===== src/rtl/alu_pkg.sv =====
// ---------------------------------------------------------------------------
// alu_pkg
// Shared definitions for the data-processing sequencer and the condition
// checker (the branch unit reuses the condition checker):
//   - ARM data-processing opcode constants (AND..MVN)
//   - ARM condition-field constants (EQ..NV)
//   - NZCV bit indices inside the 4-bit flags word
//   - sequencer state encoding
//   - classify_op(): arithmetic / compare-only / carry-in-consuming opcodes
// ---------------------------------------------------------------------------
package alu_pkg;

  // Data-processing opcodes, forwarded unchanged as the ALU FN code.
  localparam logic [3:0] OP_AND = 4'b0000;
  localparam logic [3:0] OP_EOR = 4'b0001;
  localparam logic [3:0] OP_SUB = 4'b0010;
  localparam logic [3:0] OP_RSB = 4'b0011;
  localparam logic [3:0] OP_ADD = 4'b0100;
  localparam logic [3:0] OP_ADC = 4'b0101;
  localparam logic [3:0] OP_SBC = 4'b0110;
  localparam logic [3:0] OP_RSC = 4'b0111;
  localparam logic [3:0] OP_TST = 4'b1000;
  localparam logic [3:0] OP_TEQ = 4'b1001;
  localparam logic [3:0] OP_CMP = 4'b1010;
  localparam logic [3:0] OP_CMN = 4'b1011;
  localparam logic [3:0] OP_ORR = 4'b1100;
  localparam logic [3:0] OP_MOV = 4'b1101;
  localparam logic [3:0] OP_BIC = 4'b1110;
  localparam logic [3:0] OP_MVN = 4'b1111;

  // Condition field encodings.
  localparam logic [3:0] COND_EQ = 4'b0000;
  localparam logic [3:0] COND_NE = 4'b0001;
  localparam logic [3:0] COND_CS = 4'b0010;
  localparam logic [3:0] COND_CC = 4'b0011;
  localparam logic [3:0] COND_MI = 4'b0100;
  localparam logic [3:0] COND_PL = 4'b0101;
  localparam logic [3:0] COND_VS = 4'b0110;
  localparam logic [3:0] COND_VC = 4'b0111;
  localparam logic [3:0] COND_HI = 4'b1000;
  localparam logic [3:0] COND_LS = 4'b1001;
  localparam logic [3:0] COND_GE = 4'b1010;
  localparam logic [3:0] COND_LT = 4'b1011;
  localparam logic [3:0] COND_GT = 4'b1100;
  localparam logic [3:0] COND_LE = 4'b1101;
  localparam logic [3:0] COND_AL = 4'b1110;
  localparam logic [3:0] COND_NV = 4'b1111;

  // Bit positions inside the {N,Z,C,V} flags word.
  localparam int FLAG_N = 3;
  localparam int FLAG_Z = 2;
  localparam int FLAG_C = 1;
  localparam int FLAG_V = 0;

  typedef enum logic [1:0] {
    ST_IDLE = 2'd0,
    ST_EXEC = 2'd1,
    ST_WB   = 2'd2
  } state_e;

  typedef struct packed {
    logic arith;     // C/V come from the ALU
    logic compare;   // flags only, no register write
    logic uses_cin;  // ALU consumes the current C flag
  } op_class_t;

  function automatic op_class_t classify_op(input logic [3:0] op);
    op_class_t cls;
    cls.compare  = (op inside {OP_TST, OP_TEQ, OP_CMP, OP_CMN});
    cls.arith    = (op inside {OP_SUB, OP_RSB, OP_ADD, OP_ADC,
                               OP_SBC, OP_RSC, OP_CMP, OP_CMN});
    cls.uses_cin = (op inside {OP_ADC, OP_SBC, OP_RSC});
    return cls;
  endfunction

endpackage


===== src/rtl/alu_cond_check.sv =====
// ---------------------------------------------------------------------------
// alu_cond_check
// Purely combinational ARM condition evaluator.
//   cond  in  4  ARM condition field
//   nzcv  in  4  current flags {N,Z,C,V}
//   pass  out 1  1 when the instruction should execute
// ---------------------------------------------------------------------------
module alu_cond_check
  import alu_pkg::*;
(
  input  logic [3:0] cond,
  input  logic [3:0] nzcv,
  output logic       pass
);

  logic n, z, c, v;

  assign n = nzcv[FLAG_N];
  assign z = nzcv[FLAG_Z];
  assign c = nzcv[FLAG_C];
  assign v = nzcv[FLAG_V];

  always_comb begin
    // NOTE: every output of a combinational block gets a default before the
    // case so no path leaves it unassigned (which would infer a latch).
    pass = 1'b0;
    case (cond)
      COND_EQ: pass = z;
      COND_NE: pass = ~z;
      COND_CS: pass = c;
      COND_CC: pass = ~c;
      COND_MI: pass = n;
      COND_PL: pass = ~n;
      COND_VS: pass = v;
      COND_VC: pass = ~v;
      COND_HI: pass = c & ~z;
      COND_LS: pass = ~c | z;
      COND_GE: pass = (n == v);
      COND_LT: pass = (n != v);
      COND_GT: pass = ~z & (n == v);
      COND_LE: pass = z | (n != v);
      COND_AL: pass = 1'b1;
      default: pass = 1'b0;  // NV never executes
    endcase
  end

endmodule


===== src/rtl/alu_dp_sequencer.sv =====
// ---------------------------------------------------------------------------
// alu_dp_sequencer
// Runs one ARM data-processing instruction at a time through the shared ALU
// and owns the NZCV flags register. Flow: IDLE -> EXEC -> WB -> IDLE.
// START accepted at edge t gives DONE/RD_WE/FLAGS after edge t+2.
//
// Ports
//   CLK, RESET_N                 clock, synchronous active-low reset
//   START                        request, sampled only while idle
//   COND, OPCODE, S_BIT          decoded instruction fields
//   RN_VAL, OP2_VAL, SHIFTER_C   operands and shifter carry-out
//   ALU_LEFT/RIGHT/FN/CIN        registered drive to the shared ALU
//   ALU_RESULT/COUT/V            ALU response, captured at the end of EXEC
//   BUSY                         high outside IDLE
//   DONE, SKIPPED, RD_WE         one-cycle completion strobes
//   RD_DATA                      last written result
//   FLAGS                        NZCV register {N,Z,C,V}
// ---------------------------------------------------------------------------
module alu_dp_sequencer
  import alu_pkg::*;
#(
  parameter int         DATA_W    = 32,
  parameter logic [3:0] FLAGS_RST = 4'b0000
) (
  input  logic              CLK,
  input  logic              RESET_N,
  input  logic              START,
  input  logic [3:0]        COND,
  input  logic [3:0]        OPCODE,
  input  logic              S_BIT,
  input  logic [DATA_W-1:0] RN_VAL,
  input  logic [DATA_W-1:0] OP2_VAL,
  input  logic              SHIFTER_C,
  output logic [DATA_W-1:0] ALU_LEFT,
  output logic [DATA_W-1:0] ALU_RIGHT,
  output logic [3:0]        ALU_FN,
  output logic              ALU_CIN,
  input  logic [DATA_W-1:0] ALU_RESULT,
  input  logic              ALU_COUT,
  input  logic              ALU_V,
  output logic              BUSY,
  output logic              DONE,
  output logic              SKIPPED,
  output logic              RD_WE,
  output logic [DATA_W-1:0] RD_DATA,
  output logic [3:0]        FLAGS
);

  state_e            state;
  logic              cond_pass;
  logic              pass_q;
  logic              s_q;
  logic              shc_q;
  logic [DATA_W-1:0] res_q;
  logic              cout_q;
  logic              v_q;
  op_class_t         cls_in;
  op_class_t         cls_q;
  logic [3:0]        next_flags;

  // Condition is judged against FLAGS at the accept edge; a new instruction
  // can only be accepted after the previous WB, so FLAGS are already final.
  alu_cond_check u_cond_check (
    .cond (COND),
    .nzcv (FLAGS),
    .pass (cond_pass)
  );

  assign cls_in = classify_op(OPCODE);
  // ALU_FN doubles as the latched opcode for the rest of the instruction.
  assign cls_q  = classify_op(ALU_FN);

  always_comb begin
    next_flags         = FLAGS;
    next_flags[FLAG_N] = res_q[DATA_W-1];
    next_flags[FLAG_Z] = (res_q == '0);
    if (cls_q.arith) begin
      next_flags[FLAG_C] = cout_q;
      next_flags[FLAG_V] = v_q;
    end else begin
      next_flags[FLAG_C] = shc_q;  // logical ops keep V
    end
  end

  // NOTE: sequential state uses non-blocking assignments only, so every
  // register samples the pre-edge value of every other register.
  always_ff @(posedge CLK) begin
    if (!RESET_N) begin
      state     <= ST_IDLE;
      FLAGS     <= FLAGS_RST;
      BUSY      <= 1'b0;
      DONE      <= 1'b0;
      SKIPPED   <= 1'b0;
      RD_WE     <= 1'b0;
      RD_DATA   <= '0;
      ALU_LEFT  <= '0;
      ALU_RIGHT <= '0;
      ALU_FN    <= OP_AND;
      ALU_CIN   <= 1'b0;
      pass_q    <= 1'b0;
      s_q       <= 1'b0;
      shc_q     <= 1'b0;
      res_q     <= '0;
      cout_q    <= 1'b0;
      v_q       <= 1'b0;
    end else begin
      DONE    <= 1'b0;
      SKIPPED <= 1'b0;
      RD_WE   <= 1'b0;
      case (state)
        ST_IDLE: begin
          if (START) begin
            // The ALU drive registers hold the latched operands; they stay
            // put through WB and the following IDLE.
            ALU_LEFT  <= RN_VAL;
            ALU_RIGHT <= OP2_VAL;
            ALU_FN    <= OPCODE;
            ALU_CIN   <= cls_in.uses_cin & FLAGS[FLAG_C];
            pass_q    <= cond_pass;
            s_q       <= S_BIT;
            shc_q     <= SHIFTER_C;
            BUSY      <= 1'b1;
            state     <= ST_EXEC;
          end
        end
        ST_EXEC: begin
          res_q  <= ALU_RESULT;
          cout_q <= ALU_COUT;
          v_q    <= ALU_V;
          state  <= ST_WB;
        end
        ST_WB: begin
          DONE    <= 1'b1;
          SKIPPED <= ~pass_q;
          BUSY    <= 1'b0;
          state   <= ST_IDLE;
          if (pass_q) begin
            // RD_DATA follows the write strobe, so compares leave the
            // previously written result visible.
            if (!cls_q.compare) begin
              RD_WE   <= 1'b1;
              RD_DATA <= res_q;
            end
            if (s_q || cls_q.compare) begin
              FLAGS <= next_flags;
            end
          end
        end
        default: begin
          BUSY  <= 1'b0;
          state <= ST_IDLE;
        end
      endcase
    end
  end

endmodule


===== config.mk =====
export PLATFORM = sky130hd
export DESIGN_NAME = alu_dp_sequencer
export DESIGN_NICKNAME = d
export VERILOG_FILES = /design/src/rtl/alu_pkg.sv /design/src/rtl/alu_cond_check.sv /design/src/rtl/alu_dp_sequencer.sv
export SDC_FILE = /design/constraint.sdc
export NUM_CORES = 1
export LEC_CHECK = 0
export ABC_AREA = 0
export CORE_ASPECT_RATIO = 0.7
export CORE_MARGIN = 3
export CORE_UTILIZATION = 47
export DETAILED_ROUTE_END_ITERATION = 8
export GPL_ROUTABILITY_DRIVEN = 0
export MAX_ROUTING_LAYER = met4
export PLACE_DENSITY = 0.87
export RECOVER_POWER = 25
export SYNTH_ARGS = -nofsm -noshare
export SYNTH_HDL_FRONTEND = slang
export SYNTH_HIERARCHICAL = 1
export SYNTH_SLANG_ARGS = --single-unit

===== constraint.sdc =====
create_clock -name CLK -period 4.55 [get_ports CLK]
set_input_delay 0.91 -clock CLK [delete_from_list [all_inputs] [get_ports CLK]]
set_output_delay 0.91 -clock CLK [all_outputs]
set_load 0.005 [all_outputs]

==> run metrics, run 1 <==
number of unique standard cell types used by synthesis 37; die area 0.0136 mm2; area of placed instances 0.00797 mm2; DIE WIDTH approximately 140 um; total non-filler cell area in the finished layout 0.00853 mm2; Die Y-Extent 98.4 um; number of input and output port buffers inserted approximately 220; number of global-route vias before repair 4901; post-CTS setup buffer count 0; effective utilization at floorplan between 40% and 50%; I/O pins between 200 and 250; CP max FO 93; CP Class primary input to flop; count of final hold-check violations 0; clk root buf sky130_fd_sc_hd__clkbuf_16; static leakage power 3.03 nW; depth of the CTS H-tree 4; final cell utilization of the core 72.2%; number of maximum-capacitance constraint violations 1; share of flip-flops with an asynchronous set or reset 0%; power density over cell area 360 mW/mm2; RSZ-0062 raised after global routing false; NumNets Final approximately 990; DRC marker count from the first detailed-route iteration 267; hold_buf cts 0; Setup Total Neg Slack 0 ps; number of enable flip-flop cells after synthesis 0; std cell rows 33; Antenna Diode Count 0; total global routing overflow 0; Setup Skew 11.7 ps; Max Buffers Root-to-Sink 2; Pre-Repair DR Iteration Count 4; routed vias 5258; Worst Hold Class flop to flop; Max Clk Rate 0.382 GHz; proportion of synthesized chip area in sequential cells 51.7%; worst-case vdd ir drop about 0.28 mV; number of max-slew violations in the final report 33; Tightest Pin Transition between 1500 and 2000 ps; global-route wire length before repair roughly 25000 um; number of antenna violations at the first check in global routing 0; kind of capture point of the worst setup path flop; ratio of routed vias to standard cells 5.02; post_cts resized 0; Synth Instances between 600 and 700; sort of element at the start of the critical path primary input; arrival time reported for the critical path endpoint roughly 3000 ps; HPWL reported at the end of detailed placement 10800 um; WP data required 4880 ps; post-synthesis average cell area 8.41 um2; combined area of all synthesized cells 0.00573 mm2; Routed WL per cell 14.8 um; fin crit period 2620 ps; fill cell instance count of the final layout 925; clock sink count around 150; residual DRC count 0; setup violators final 0; pin count of the biggest net entering global routing 94; status complete, but fails checks; Net Count, Synth 792; synth-to-layout area growth 48.9%; ys flop type sky130_fd_sc_hd__dfxtp_1; total track usage 23.6%; clock tree from TritonCTS built; worst slew margin relative to its limit -4.51%; post-route fraction of the period consumed by the critical path 57.6%; insertion delay to the later sink of the worst-skew pair between 400 and 500 ps; routed wire length 15500 um; remaining antenna violation count 0; share of final-layout standard cells stronger than drive strength 1 4.94%; clock-pin slew on the worst setup and hold paths roughly 60 ps; violated checks max-capacitance violations, max-slew violations; clock buffer count from CTS 17; flop and latch count out of synthesis 148; count of yosys warnings during synthesis 6; Core Region 0.0118 mm2
==> area by class of cell <==
class | instances | area, um2 | area share, %
flip-flops and latches | 148 | 2960 | 34.7
inverters | 2 | 7.51 | 0.0880
multi-input cells | 483 | 2560 | 30.0
clock inverters | 15 | 146 | 1.72
clock buffers | 17 | 425 | 4.99
well taps | 157 | 196 | 2.30
repair buffers | 226 | 2230 | 26.2
==> where the power goes <==
| group | switching [mW] | internal (mW) |
|---|---|---|
| combinational | 0.144 | 0.206 |
| sequential | 0.0363 | 1.35 |
| clock | 0.568 | 0.766 |
| total | 0.748 | 2.32 |
==> state kept, by name (all words and copies together) (netlist names), 2 cells and up <==
| name | flops |
|---|---|
| res_q | 32 |
| FLAGS | 4 |
| ALU_FN | 4 |
| ALU_RIGHT | 32 |
| RD_DATA | 32 |
| state | 2 |
| ALU_LEFT | 32 |
==> worst paths after layout <==
path / start / to / slack [ps] / cells past startpoint
min reg2reg: RD_DATA[31] / RD_DATA[31] / 460 / 2
max reg2reg: state[0] / res_q[31] / 2090 / 5
min: RD_DATA[31] / RD_DATA[31] / 460 / 2
max: RESET_N / SKIPPED / 1930 / 4
==> critical path, stage by stage <==
cell and delay [ps]:
sky130_fd_sc_hd__buf_4 370, sky130_fd_sc_hd__clkbuf_2 1150, sky130_fd_sc_hd__and3_1 300, sky130_fd_sc_hd__nor2b_1 160
==> routing by layer <==
| layer | vias to the layer above | wire length (um) | global-route usage, % | share of wire [%] |
|---|---|---|---|---|
| met1 | 2412 | 6930 | 30.6 | 45 |
| met4 | 0 | 170 | 6.45 | 1.1 |
| li1 | 2619 | - | - | - |
| met2 | 213 | 6970 | 35.9 | 45 |
| met3 | 14 | 1390 | 7.05 | 9.0 |
| met5 | - | 0 | - | 0 |
==> layout by cell type (no fill, tap or decap), types with 2 or more instances in the layout <==
cell	n
sky130_fd_sc_hd__a211o_1	2
sky130_fd_sc_hd__a21boi_0	138
sky130_fd_sc_hd__a21oi_1	5
sky130_fd_sc_hd__a221oi_1	2
sky130_fd_sc_hd__and2_1	2
sky130_fd_sc_hd__and3_1	2
sky130_fd_sc_hd__and3b_1	2
sky130_fd_sc_hd__buf_4	5
sky130_fd_sc_hd__clkbuf_1	2
sky130_fd_sc_hd__clkbuf_16	17
sky130_fd_sc_hd__clkdlybuf4s50_1	218
sky130_fd_sc_hd__clkinvlp_4	6
sky130_fd_sc_hd__dfxtp_1	148
sky130_fd_sc_hd__inv_1	2
sky130_fd_sc_hd__inv_6	4
sky130_fd_sc_hd__inv_8	2
sky130_fd_sc_hd__mux2i_1	2
sky130_fd_sc_hd__nand2_1	277
sky130_fd_sc_hd__nand2b_1	6
sky130_fd_sc_hd__nand3_1	2
sky130_fd_sc_hd__nor2_1	3
sky130_fd_sc_hd__nor2b_1	7
sky130_fd_sc_hd__nor3_1	4
sky130_fd_sc_hd__nor3b_1	3
sky130_fd_sc_hd__nor4_1	5
sky130_fd_sc_hd__o211ai_1	3
sky130_fd_sc_hd__or4_1	2
==> Yosys cell counts (all sizes together) (2+ instances only) <==
library cell / instances / area, um2
buf: 22 / 110
nor2b: 7 / 43.8
o31ai: 2 / 20.0
and3: 2 / 12.5
a211o: 2 / 17.5
mux2i: 2 / 20.0
nand2: 277 / 1040
a21oi: 5 / 25.0
nand2b: 6 / 37.5
o211ai: 3 / 22.5
nor2: 4 / 15.0
nor3: 4 / 20.0
nor4: 5 / 31.3
and2: 2 / 12.5
nand3: 2 / 10.0
or4: 2 / 15.0
and3b: 2 / 17.5
nor3b: 4 / 30.0
inv: 2 / 7.51
dfxtp: 148 / 2960
a21boi: 138 / 1040
a221oi: 2 / 17.5
clkbuf: 26 / 98.8
==> through the flow <==
step                      hold WS (ps)  power [mW]  setup WS (ps)  cells
after floorplan                    428        1.55           2550    681
after global placement             449        1.76           1590   1016
after detailed placement           457        1.77           1510   1016
after CTS                          465        3.10           1920   1048
after global routing               482        3.20           1720   1048
final                              463        3.07           1930   1048
==> cells by family (layout without fill, tap and decap cells) <==
| family | count (synthesis) | after routing | share of synthesized area, % |
|---|---|---|---|
| flip-flops | 148 | 148 | 51.7 |
| multiplexers | 3 | 3 | 0.611 |
| XOR/XNOR | 2 | 2 | 0.437 |
| AO/OA/AOI/OAI | 156 | 156 | 20.4 |
| buffers and inverters | 50 | 260 | 3.78 |
| AND/OR/NAND/NOR | 322 | 322 | 23.1 |
(Power assumes the default switching activity.)
==> run 2, diff against run 1 <==
--- a/config.mk
+++ b/config.mk
@@ -8,11 +8,11 @@
 export ABC_AREA = 0
 export CORE_ASPECT_RATIO = 0.7
 export CORE_MARGIN = 3
-export CORE_UTILIZATION = 47
+export CORE_UTILIZATION = 40
 export DETAILED_ROUTE_END_ITERATION = 8
 export GPL_ROUTABILITY_DRIVEN = 0
 export MAX_ROUTING_LAYER = met4
-export PLACE_DENSITY = 0.87
+export PLACE_DENSITY = 0.79
 export RECOVER_POWER = 25
 export SYNTH_ARGS = -nofsm -noshare
 export SYNTH_HDL_FRONTEND = slang
==> constraint.sdc (replaced) <==
create_clock -name CLK -period 2.2 [get_ports CLK]
set_input_delay 0.44 -clock CLK [delete_from_list [all_inputs] [get_ports CLK]]
set_output_delay 0.44 -clock CLK [all_outputs]
set_load 0.005 [all_outputs]
==> run metrics, run 2 (synthesis results as in run 1) <==
logic depth of the worst path, buffers included 1; CP cell instances clkdlybuf4s50_1; Max Clk Rate 0.503 GHz; arrival time reported for the critical path endpoint between 1500 and 2000 ps; power share of the sequential group 43.7%; routed wire length ~16000 um; hold wc startpoint RD_DATA[16]; HPWL reported at the end of detailed placement 10700 um; CP max FO 7; switching component of the power 1.68 mW; number of stages on the worst hold path 2; Core Region between 0.01 and 0.015 mm2; combinational fraction of design power a little under an eighth; Antenna Diode Count 0; effective utilization at floorplan approximately 42%; Die Y-Extent 106 um; die area between 0.015 and 0.02 mm2; CP Class flop to primary output; routed vias 5167; clock tree from TritonCTS built; Worst Hold Class flop to flop; Pre-Repair DR Iteration Count 4; NumNets Final 992; clock sink count 148; residual DRC count 0; number of maximum-capacitance constraint violations 0; slowest CP cell sky130_fd_sc_hd__clkdlybuf4s50_1; pin count of the biggest net entering global routing 148; worst reg2reg path depth 4; static leakage power between 3 and 4 nW; kind of capture point of the worst setup path primary output; sum of internal, switching and leakage power 6.56 mW; Setup Total Neg Slack 0 ps; post_cts resized 0; post-CTS setup buffer count 0; status complete, no violations; WP data required 1760 ps; family with the most delay on the worst path buffers and inverters; post-route fraction of the period consumed by the critical path 90.4%; power density over cell area 756 mW/mm2; Tightest Pin Transition 1290 ps; depth of the CTS H-tree 4; worst slew margin relative to its limit between 10% and 20%; Worst Setup SP FLAGS[3]; global-route wire length before repair 25200 um; number of antenna violations at the first check in global routing 0; proportion of power drawn by the clock network between 40 and 50%; fin crit period 1990 ps; RSZ-0062 raised after global routing false; largest stage delay on the critical path a little under 600 ps; Max Buffers Root-to-Sink 2; fill cell instance count of the final layout 1171; Routed WL per cell 14.7 um; clock-pin slew on the worst setup and hold paths 70 ps; ratio of routed vias to standard cells 4.79; Setup Skew between 10 and 15 ps; commonest non-fill, non-tap cells in the layout sky130_fd_sc_hd__nand2_1, sky130_fd_sc_hd__clkdlybuf4s50_1, sky130_fd_sc_hd__dfxtp_1, sky130_fd_sc_hd__a21boi_0, sky130_fd_sc_hd__clkbuf_16; I/O pins 220; synth-to-layout area growth 51.4%; total track usage approximately a fifth; remaining antenna violation count 0; count of final hold-check violations 0; DRC marker count from the first detailed-route iteration 218; number of max-slew violations in the final report 0; DIE WIDTH 149 um; share of final-layout standard cells stronger than drive strength 1 under 10%; switch share between 20 and 30%; sort of element at the start of the critical path flop; total global routing overflow 0; combined buffer and inverter count along the critical path 1; leading cell type in the layout, fill and taps excluded sky130_fd_sc_hd__nand2_1; Int Pwr 4.88 mW; hold_buf cts 0; setup violators final 0; number of global-route vias before repair 5081; std cell rows 35; worst-case vdd ir drop 0.612 mV; launch point of the worst reg-to-reg path res_q[27]; clock buffer count from CTS 17; insertion delay to the later sink of the worst-skew pair 420 ps; number of input and output port buffers inserted between 200 and 250; clk root buf sky130_fd_sc_hd__clkbuf_16
run 2: power by group through the flow:
stage          sequential [mW]  combinational, mW  clock (mW)
6_report                  2.87              0.748        2.94
5_1_grt                   2.88              0.817        3.11
4_1_cts                   2.87              0.757        3.01
3_5_place_dp              2.93              0.751           0
3_3_place_gp              2.92              0.745           0
2_1_floorplan             2.92              0.292           0
run 2: routing by layer:
layer | wire length (um) | GRT usage [%]
met5 | 0 | -
met4 | 36 | 5.36
met3 | 963 | 4.69
met2 | 7270 | 31.4
met1 | 7620 | 26.9
run 2: worst paths after layout:
| check | end | slack (ps) |
|---|---|---|
| max reg2reg | FLAGS[2] | 330 |
| max | FLAGS[3] | 210 |
| min | RD_DATA[16] | 470 |
| min reg2reg | RD_DATA[16] | 470 |
run 2: tightest hold or removal path, stage by stage, from the launching register on:
cell and delay [ps]:
sky130_fd_sc_hd__dfxtp_1 310, sky130_fd_sc_hd__nand2_1 40, sky130_fd_sc_hd__a21boi_0 60
run 2: layout make-up:
type                            count  area [um2]  share of cell area (%)
Clock inverter                     15         189                    2.18
Clock buffer                       17         425                    4.90
Inverter                            2        7.51                  0.0865
Timing Repair Buffer              229        2300                    26.5
Sequential cell                   148        2960                    34.2
Tap cell                          185         231                    2.67
Multi-Input combinational cell    483        2560                    29.5
run 2: per-stage QoR:
| step | instances | utilization (%) | instance area, um2 | hold WS, ps | setup slack, ps |
|---|---|---|---|---|---|
| after floorplan | 681 | - | 5730 | 428 | 671 |
| after global placement | 1047 | 59.5 | 8080 | 449 | 43.3 |
| after detailed placement | 1047 | 59.5 | 8080 | 456 | 4.81 |
| after CTS | 1079 | 64.0 | 8690 | 466 | 172 |
| after global routing | 1079 | 63.9 | 8670 | 486 | 149 |
| final | 1079 | 63.9 | 8670 | 465 | 212 |
==> run 3, diff against run 2 <==
--- a/config.mk
+++ b/config.mk
@@ -13,7 +13,7 @@
 export GPL_ROUTABILITY_DRIVEN = 0
 export MAX_ROUTING_LAYER = met4
 export PLACE_DENSITY = 0.79
-export RECOVER_POWER = 25
+export RECOVER_POWER = 100
 export SYNTH_ARGS = -nofsm -noshare
 export SYNTH_HDL_FRONTEND = slang
 export SYNTH_HIERARCHICAL = 1
==> run metrics, run 3 (synthesis results as in run 1) <==
Worst Hold Class flop to flop; routed vias around 5200; leading cell type in the layout, fill and taps excluded sky130_fd_sc_hd__nand2_1; total global routing overflow 0; Die Y-Extent approximately 110 um; slowest CP cell sky130_fd_sc_hd__dlygate4sd3_1; power density over cell area 754 mW/mm2; switch share between 20% and 30%; sort of element at the start of the critical path flop; clock-pin slew on the worst setup and hold paths 70 ps; post-route setup slack 150 ps; met2 routing resource usage after global routing 31.4%; combinational fraction of design power 10.8%; number of max-slew violations in the final report 0; met3 GRT Util 4.69%; global-route layer with the greatest usage met2; Max Clk Rate roughly 0.49 GHz; I/O pins 220; kind of capture point of the worst setup path primary output; remaining antenna violation count 0; status complete, no violations; Setup Total Neg Slack 0 ps; family with the most delay on the worst path buffers and inverters; worst slew margin relative to its limit 15.1%; number of maximum-capacitance constraint violations 0; std cell rows 35; RSZ-0062 raised after global routing false; global-route wire length before repair around 25000 um; switching component of the power 1.68 mW; CP cell instances dlygate4sd3_1; total track usage 20.3%; largest stage delay on the critical path around 630 ps; DRC marker count from the first detailed-route iteration roughly 230; fill cell instance count of the final layout roughly 1200; arrival time reported for the critical path endpoint 1610 ps; residual DRC count 0; power share of the sequential group a little over two fifths; ratio of routed vias to standard cells slightly below 5; WP data required 1760 ps; Routed WL per cell between 10 and 15 um; setup violators final 0; count of final hold-check violations 0; insertion delay to the later sink of the worst-skew pair ~420 ps; Max Buffers Root-to-Sink 2; effective utilization at floorplan a little over two fifths; area of combinational cells with multiple inputs between 0.002 and 0.003 mm2; Pre-Repair DR Iteration Count 4; hold_buf cts 0; Core Region 0.0136 mm2; NumNets Final 992; share of final-layout standard cells stronger than drive strength 1 5.37%; clk root buf sky130_fd_sc_hd__clkbuf_16; placement-stage worst setup slack 4.81 ps; Int Pwr between 4 and 5 mW; clock buffer count from CTS 17; post_cts resized 0; routed wire length 15800 um; post-route fraction of the period consumed by the critical path 93.2%; CP max FO 7; fin crit period 2050 ps; synth-to-layout area growth 50.8%; worst-case vdd ir drop 0.618 mV; Setup Skew between 10 and 15 ps; sequential standard cell area 0.00296 mm2; met1 Use GR 26.9%; proportion of power drawn by the clock network 45.2%; die area approximately 0.016 mm2; depth of the CTS H-tree 4; commonest non-fill, non-tap cells in the layout sky130_fd_sc_hd__nand2_1, sky130_fd_sc_hd__dfxtp_1, sky130_fd_sc_hd__a21boi_0, sky130_fd_sc_hd__dlygate4sd3_1, sky130_fd_sc_hd__clkdlybuf4s50_1; post-CTS setup buffer count 0; cell count after placement between 1000 and 1500; clock sink count 148; number of input and output port buffers inserted approximately 220; number of global-route vias before repair 5081; CP Class flop to primary output; DIE WIDTH 149 um; static leakage power 3.41 nW; Tightest Pin Transition 1270 ps; clock tree from TritonCTS built; number of antenna violations at the first check in global routing 0; final cell utilization of the core 63.6%; HPWL reported at the end of detailed placement approximately 11000 um; Antenna Diode Count 0; sum of internal, switching and leakage power 6.52 mW; Final Non-Filler Cells 1079; pin count of the biggest net entering global routing 148; combined buffer and inverter count along the critical path 1
==> run 3: stage by stage <==
step,instance area [um2],hold slack (ps)
floorplan,5730,428
global placement,8080,449
detailed placement,8080,456
CTS,8690,466
global route,8640,484
finish,8640,462
==> run 3: worst paths after layout <==
check,startpoint,endpoint,slack [ps],depth (start not counted)
worst max-delay path,FLAGS[3],FLAGS[3],150,1
worst min-delay path,RD_DATA[16],RD_DATA[16],460,2
worst max register to register,res_q[27],FLAGS[2],320,4
worst min register to register,RD_DATA[16],RD_DATA[16],460,2
==> run 3: cell type report <==
class	count	area share, %
inverter	2	0.0869
multi-input combinational	483	29.6
timing repair buffer	229	26.2
clock buffer	17	4.92
clock inverter	15	2.19
sequential	148	34.3
tap	185	2.68
==> run 3: layer usage <==
metal  vias to the layer above  share of wire, %
met1                      2399                47
met5                         -                 0
met4                         0              0.87
met2                       168                45
met3                        16               6.4
li1                       2631                 -
==> run 3: power by group through the flow <==
stage               clock [mW]  combinational [mW]  sequential (mW)
detailed placement           0               0.751             2.93
CTS                       3.01               0.757             2.87
finish                    2.95               0.706             2.86
global placement             0               0.745             2.92
floorplan                    0               0.292             2.92
global route              3.11               0.775             2.88
==> edit 1 (settings of run 1) <==
Put one more register stage on the output `RD_DATA`, with the module's reset. The value now appears one clock later. The other outputs are not delayed to match.
--- a/src/rtl/alu_dp_sequencer.sv
+++ b/src/rtl/alu_dp_sequencer.sv
@@ -47,4 +47,6 @@
 );
 
+  logic [DATA_W-1:0] RD_DATA_s0;
+
   state_e            state;
   logic              cond_pass;
@@ -93,5 +95,5 @@
       SKIPPED   <= 1'b0;
       RD_WE     <= 1'b0;
-      RD_DATA   <= '0;
+      RD_DATA_s0 <= '0;
       ALU_LEFT  <= '0;
       ALU_RIGHT <= '0;
@@ -140,5 +142,5 @@
             if (!cls_q.compare) begin
               RD_WE   <= 1'b1;
-              RD_DATA <= res_q;
+              RD_DATA_s0 <= res_q;
             end
             if (s_q || cls_q.compare) begin
@@ -155,4 +157,12 @@
   end
 
+  always_ff @(posedge CLK) begin
+    if (!RESET_N) begin
+      RD_DATA <= '0;
+    end else begin
+      RD_DATA <= RD_DATA_s0;
+    end
+  end
+
 endmodule
 
Function: changed (a bounded check fails within 4 cycles, from zero or initial values and one cycle with RESET_N low).
==> edit 1 against run 1 <==
The flow still finishes with violations (max-capacitance violations, max-slew violations). Count of clock-buffer cells in the layout is the same. Sequential cell count up 32. Sequential power rose by 20%. Total power increased by 18%. Routed wire length grew 8.4%. Area after synthesis is 15% higher. Design area up 11%. Setup slack worse by 81 ps. Critical endpoint is now s_q. Largest power group unchanged. Highest routed layer unchanged.
==> edit 1: results (changes against run 1) <==
DRT iter0 DRCs: 248 (was 267)
Gr usage total: 21.9% (was 23.6%)
Vias in the first global route: 5278 (was 4901)
YS warnings: 6 (unchanged)
Fin. max-slew vios: 70 (was 33)
Clk pin slew, worst setup/hold paths: 70 ps
CTS buffer count: 17 (unchanged)
Max Buffers Root-to-Sink: 2 (unchanged)
Hold Path Stages: 1 (was 2)
HPWL Detailed: 11400 um (was 10800 um)
Initial antenna violation count: 0 (unchanged)
Crit path to: s_q (was SKIPPED)
Final period util: 59.4% (was 57.6%)
Cell Area, Placed: 0.00884 mm2 (was 0.00797 mm2)
Antenna diode instance count: 0 (unchanged)
Root buffer cell: clkbuf_16 (unchanged)
Static leakage: 3.46 nW (was 3.03 nW)
Vias: 5566 (was 5258)
Net Count, Synth: 860 (was 792)
Post-CTS sizing: 0 (unchanged)
FILL cells: 1030 (was 925)
CP delay by family, top: buffers and inverters (unchanged)
Share of cells above drive strength 1: 4.52% (was 4.94%)
Pre-CTS setup slack: 1810 ps (was 1510 ps)
Hold_sp: RD_DATA_s0[13] (was RD_DATA[31])
Fraction of registers with async set/reset: 0% (unchanged)
Synth top cells by count: 277 x nand2_1, 180 x dfxtp_1, 138 x a21boi_0 (was 277 x nand2_1, 148 x dfxtp_1, 138 x a21boi_0)
Avg WL per Cell: 14.7 um (was 14.8 um)
Crit path DAT: 3040 ps (was 2950 ps)
Reg-to-reg slack, setup: 2220 ps (was 2090 ps)
FF-to-FF Start: state[1] (was state[0])
Crit path from: START (was RESET_N)
Cells after DPL: 1107 (was 1016)
Max VDD drop: 0.273 mV (was 0.281 mV)
P_int: 2.82 mW (was 2.32 mW)
Worst-margin pin slew: 1600 ps (was 1570 ps)
H-tree lvl count: 4 (unchanged)
PortBufs: 219 (unchanged)
Critical Path Max Stage Delay: 1070 ps (was 1150 ps)
Post-synthesis sequential area ratio: 54.6% (was 51.7%)
Clk_skew: 7.83 ps (was 11.7 ps)
Area contributors post-synth: dfxtp_1 55%, nand2_1 16%, a21boi_0 16% (was dfxtp_1 52%, nand2_1 18%, a21boi_0 18%)
First-pass GRT wire length: 26700 um (was 24800 um)
Worst Hold Slack: 453 ps (was 463 ps)
FF-to-FF path depth: 4 (was 5)
Violated checks: max-capacitance violations, max-slew violations (unchanged)
Status: finished with violations (unchanged)
Worst Path Max Fanout: 72 (was 93)
Largest net degree at the start of global routing: 107 (was 94)
Pre-Repair DR Iteration Count: 4 (unchanged)
Multi-input combinational cell area: 0.00277 mm2 (was 0.00256 mm2)
R2r endpoint: res_q[10] (was res_q[31])
Post-CTS setup buffers: 0 (unchanged)
Cells after Synth: 749 (was 681)
Hold path endpoint: RD_DATA[13] (was RD_DATA[31])
Routed wire length: 16800 um (was 15500 um)
MaxCap Viol Count: 2 (was 1)
==> edit 1: cell count changes in the layout (fill, tap and decap cells not counted), sizes merged <==
cell / delta
and2: +32
dfxtp: +32
clkdlybuf4s50: -9
dlygate4sd3: +9
clkinvlp: -5
bufinv: +4
buf: -1
clkinv: -1
==> edit 1: routing by layer <==
metal | vias to the layer above | wire length, um | track usage [%] | share of wire (%)
met5 | - | 0 | - | 0
met4 | 0 | 221 | 6.45 | 1.3
met3 | 18 | 1150 | 6.03 | 6.8
met2 | 170 | 7860 | 34.5 | 47
met1 | 2568 | 7530 | 27.6 | 45
li1 | 2810 | - | - | -
==> edit 1: cell families after synthesis <==
| logic type | count (synthesis) | synth area share (%) |
|---|---|---|
| simple gates | 354 | 23.2 |
| mux | 3 | 0.531 |
| buf+inv | 54 | 3.57 |
| compound gates | 156 | 17.7 |
| xor+xnor | 2 | 0.380 |
| flops | 180 | 54.6 |
==> edit 1: power by group through the flow <==
stage | sequential (mW) | clock [mW] | combinational (mW)
after global routing | 1.67 | 1.70 | 0.387
after floorplan | 1.70 | 0 | 0.145
after global placement | 1.70 | 0 | 0.351
after CTS | 1.67 | 1.64 | 0.358
final | 1.67 | 1.61 | 0.355
after detailed placement | 1.70 | 0 | 0.355
==> edit 1: layout make-up <==
class	instances	share of cell area (%)
Timing Repair Buffer	225	23.5
Tap cell	185	2.44
Multi-Input combinational cell	515	29.2
Sequential cell	180	38.0
Inverter	2	0.0792
Clock inverter	13	2.32
Clock buffer	17	4.49
==> edit 2 (flow settings as in run 1) <==
Without the edit above. Set the parameter `DATA_W` to 40 (it was 32).
--- a/src/rtl/alu_dp_sequencer.sv
+++ b/src/rtl/alu_dp_sequencer.sv
@@ -20,5 +20,5 @@
   import alu_pkg::*;
 #(
-  parameter int         DATA_W    = 32,
+  parameter int         DATA_W    = 40,
   parameter logic [3:0] FLAGS_RST = 4'b0000
 ) (
Interface: changed (6 resized); port bits go from 220 to 268. No check against the original RTL was run, so the function may have changed too.
==> edit 2 against run 1 <==
Total power rose by 16%. Setup slack gained 21 ps. Via count up 19%. First-iteration DRC count grew 16%. Clock power up 9.8%. Die area rose by 20%. Routed wire length grew 23%. Design area up 20%. Sequential cell count is 32 higher. Area after synthesis rose by 22%. Critical endpoint is now ALU_FN[0].
==> edit 2: results (changes against run 1) <==
DRT iter0 DRCs: 311 (was 267)
Worst Hold Class: flop to flop (unchanged)
Post-CTS setup buffers: 0 (unchanged)
CTS buffer count: 17 (unchanged)
Max VDD drop: 0.301 mV (was 0.281 mV)
Fraction of registers with async set/reset: 0% (unchanged)
CP delay by family, top: buffers and inverters (unchanged)
Met3 routed WL: 1720 um (was 1390 um)
Vias/cell: 4.96 (was 5.02)
Antenna diode instance count: 0 (unchanged)
Root buffer cell: clkbuf_16 (unchanged)
Synth top cells by count: 341 x nand2_1, 180 x dfxtp_1, 143 x a21boi_0 (was 277 x nand2_1, 148 x dfxtp_1, 138 x a21boi_0)
Fin. max-slew vios: 0 (was 33)
Vias in the first global route: 5933 (was 4901)
H-tree lvl count: 4 (unchanged)
Avg WL per Cell: 15.1 um (was 14.8 um)
Crit path DAT: 2920 ps (was 2950 ps)
Clk pin slew, worst setup/hold paths: 70 ps
HPWL Detailed: 13400 um (was 10800 um)
Worst-Skew Late Latency: 420 ps
Final std cells w/o fill: 1258 (was 1048)
Gr usage total: 23.5% (was 23.6%)
Post-synthesis sequential area ratio: 51.8% (was 51.7%)
Pre-CTS setup slack: 1760 ps (was 1510 ps)
Net Count, Synth: 958 (was 792)
Top FF cell, synth: dfxtp_1 (unchanged)
Static leakage: 3.64 nW (was 3.03 nW)
Slew HR: 8.00% (was -4.51%)
Initial antenna violation count: 0 (unchanged)
Status: completed (was finished with violations)
Cells after DPL: 1226 (was 1016)
Worst path slowest cell: clkbuf_2 (unchanged)
Clk_skew: 17.0 ps (was 11.7 ps)
Worst Path Max Fanout: 84 (was 93)
Top Layer Used: met4 (unchanged)
Met2 wire len: 8830 um (was 6970 um)
First-pass GRT wire length: 29800 um (was 24800 um)
Syn avg cell area: 8.46 um2 (was 8.41 um2)
YS warnings: 6 (unchanged)
PortBufs: 267 (was 219)
Share of cells above drive strength 1: 4.12% (was 4.94%)
Pre-Repair DR Iteration Count: 4 (unchanged)
Synth cell types: 40 (was 37)
Area contributors post-synth: dfxtp_1 52%, nand2_1 18%, a21boi_0 15% (was dfxtp_1 52%, nand2_1 18%, a21boi_0 18%)
Largest net degree at the start of global routing: 90 (was 94)
Max Buffers Root-to-Sink: 2 (unchanged)
Met1 wire length: 8190 um (was 6930 um)
Post-CTS sizing: 0 (unchanged)
Critical Path Max Stage Delay: 1100 ps (was 1150 ps)
==> edit 2: cell count changes after synthesis, sizes merged, moves of 2 or more <==
cell and delta:
nand2 +64, a21boi +32, dfxtp +32, buf +13, nor4 +4, clkbuf -2
or4 -2
==> edit 2: routing by layer <==
metal  global-route usage, %  up-vias
met1                    27.9     2859
met5                       -        -
met4                    6.99        0
li1                        -     3153
met2                    38.0      204
met3                    8.16       18
==> edit 2: cell type report <==
type,count,area (um2)
clock inverter,14,168
sequential,180,3600
multi-input combinational,582,3070
inverter,2,7.51
clock buffer,18,429
fill,1140,3970
timing repair buffer,272,2700
tap,190,238
==> edit 2: final timing paths <==
path / slack (ps) / start / depth (start not counted) / endpoint
worst max register to register: 2600 / state[1] / 4 / RD_DATA[39]
worst max-delay path: 1950 / RESET_N / 3 / ALU_FN[0]
worst min-delay path: 450 / RD_DATA[31] / 2 / RD_DATA[31]
worst min register to register: 450 / RD_DATA[31] / 2 / RD_DATA[31]
==> edit 2: worst register-to-register path, stage by stage (launching register included) <==
cell and delay [ps]:
dfxtp_1 510, nand3b_1 230, nor2_4 780, nand2_1 150, a21boi_0 200
==> edit 2: cell families after synthesis <==
family | Yosys count | share of synthesized area (%)
compound gates | 188 | 20.1
xor+xnor | 2 | 0.360
buf+inv | 61 | 4.35
flops | 180 | 51.8
mux | 3 | 0.503
simple gates | 389 | 22.9
==> edit 2: where the power goes <==
part	switching (mW)	internal [mW]	total, mW	leakage [nW]
logic	0.178	0.251	0.429	1.88
registers	0.0414	1.64	1.68	1.47
clock network	0.673	0.785	1.46	0.292
==> edit 2: stage by stage <==
step	util, %	instance area (um2)
after global routing	72.0	10200
after detailed placement	67.9	9630
final	72.0	10200
after CTS	72.1	10200
after global placement	67.9	9630
after floorplan	-	6960
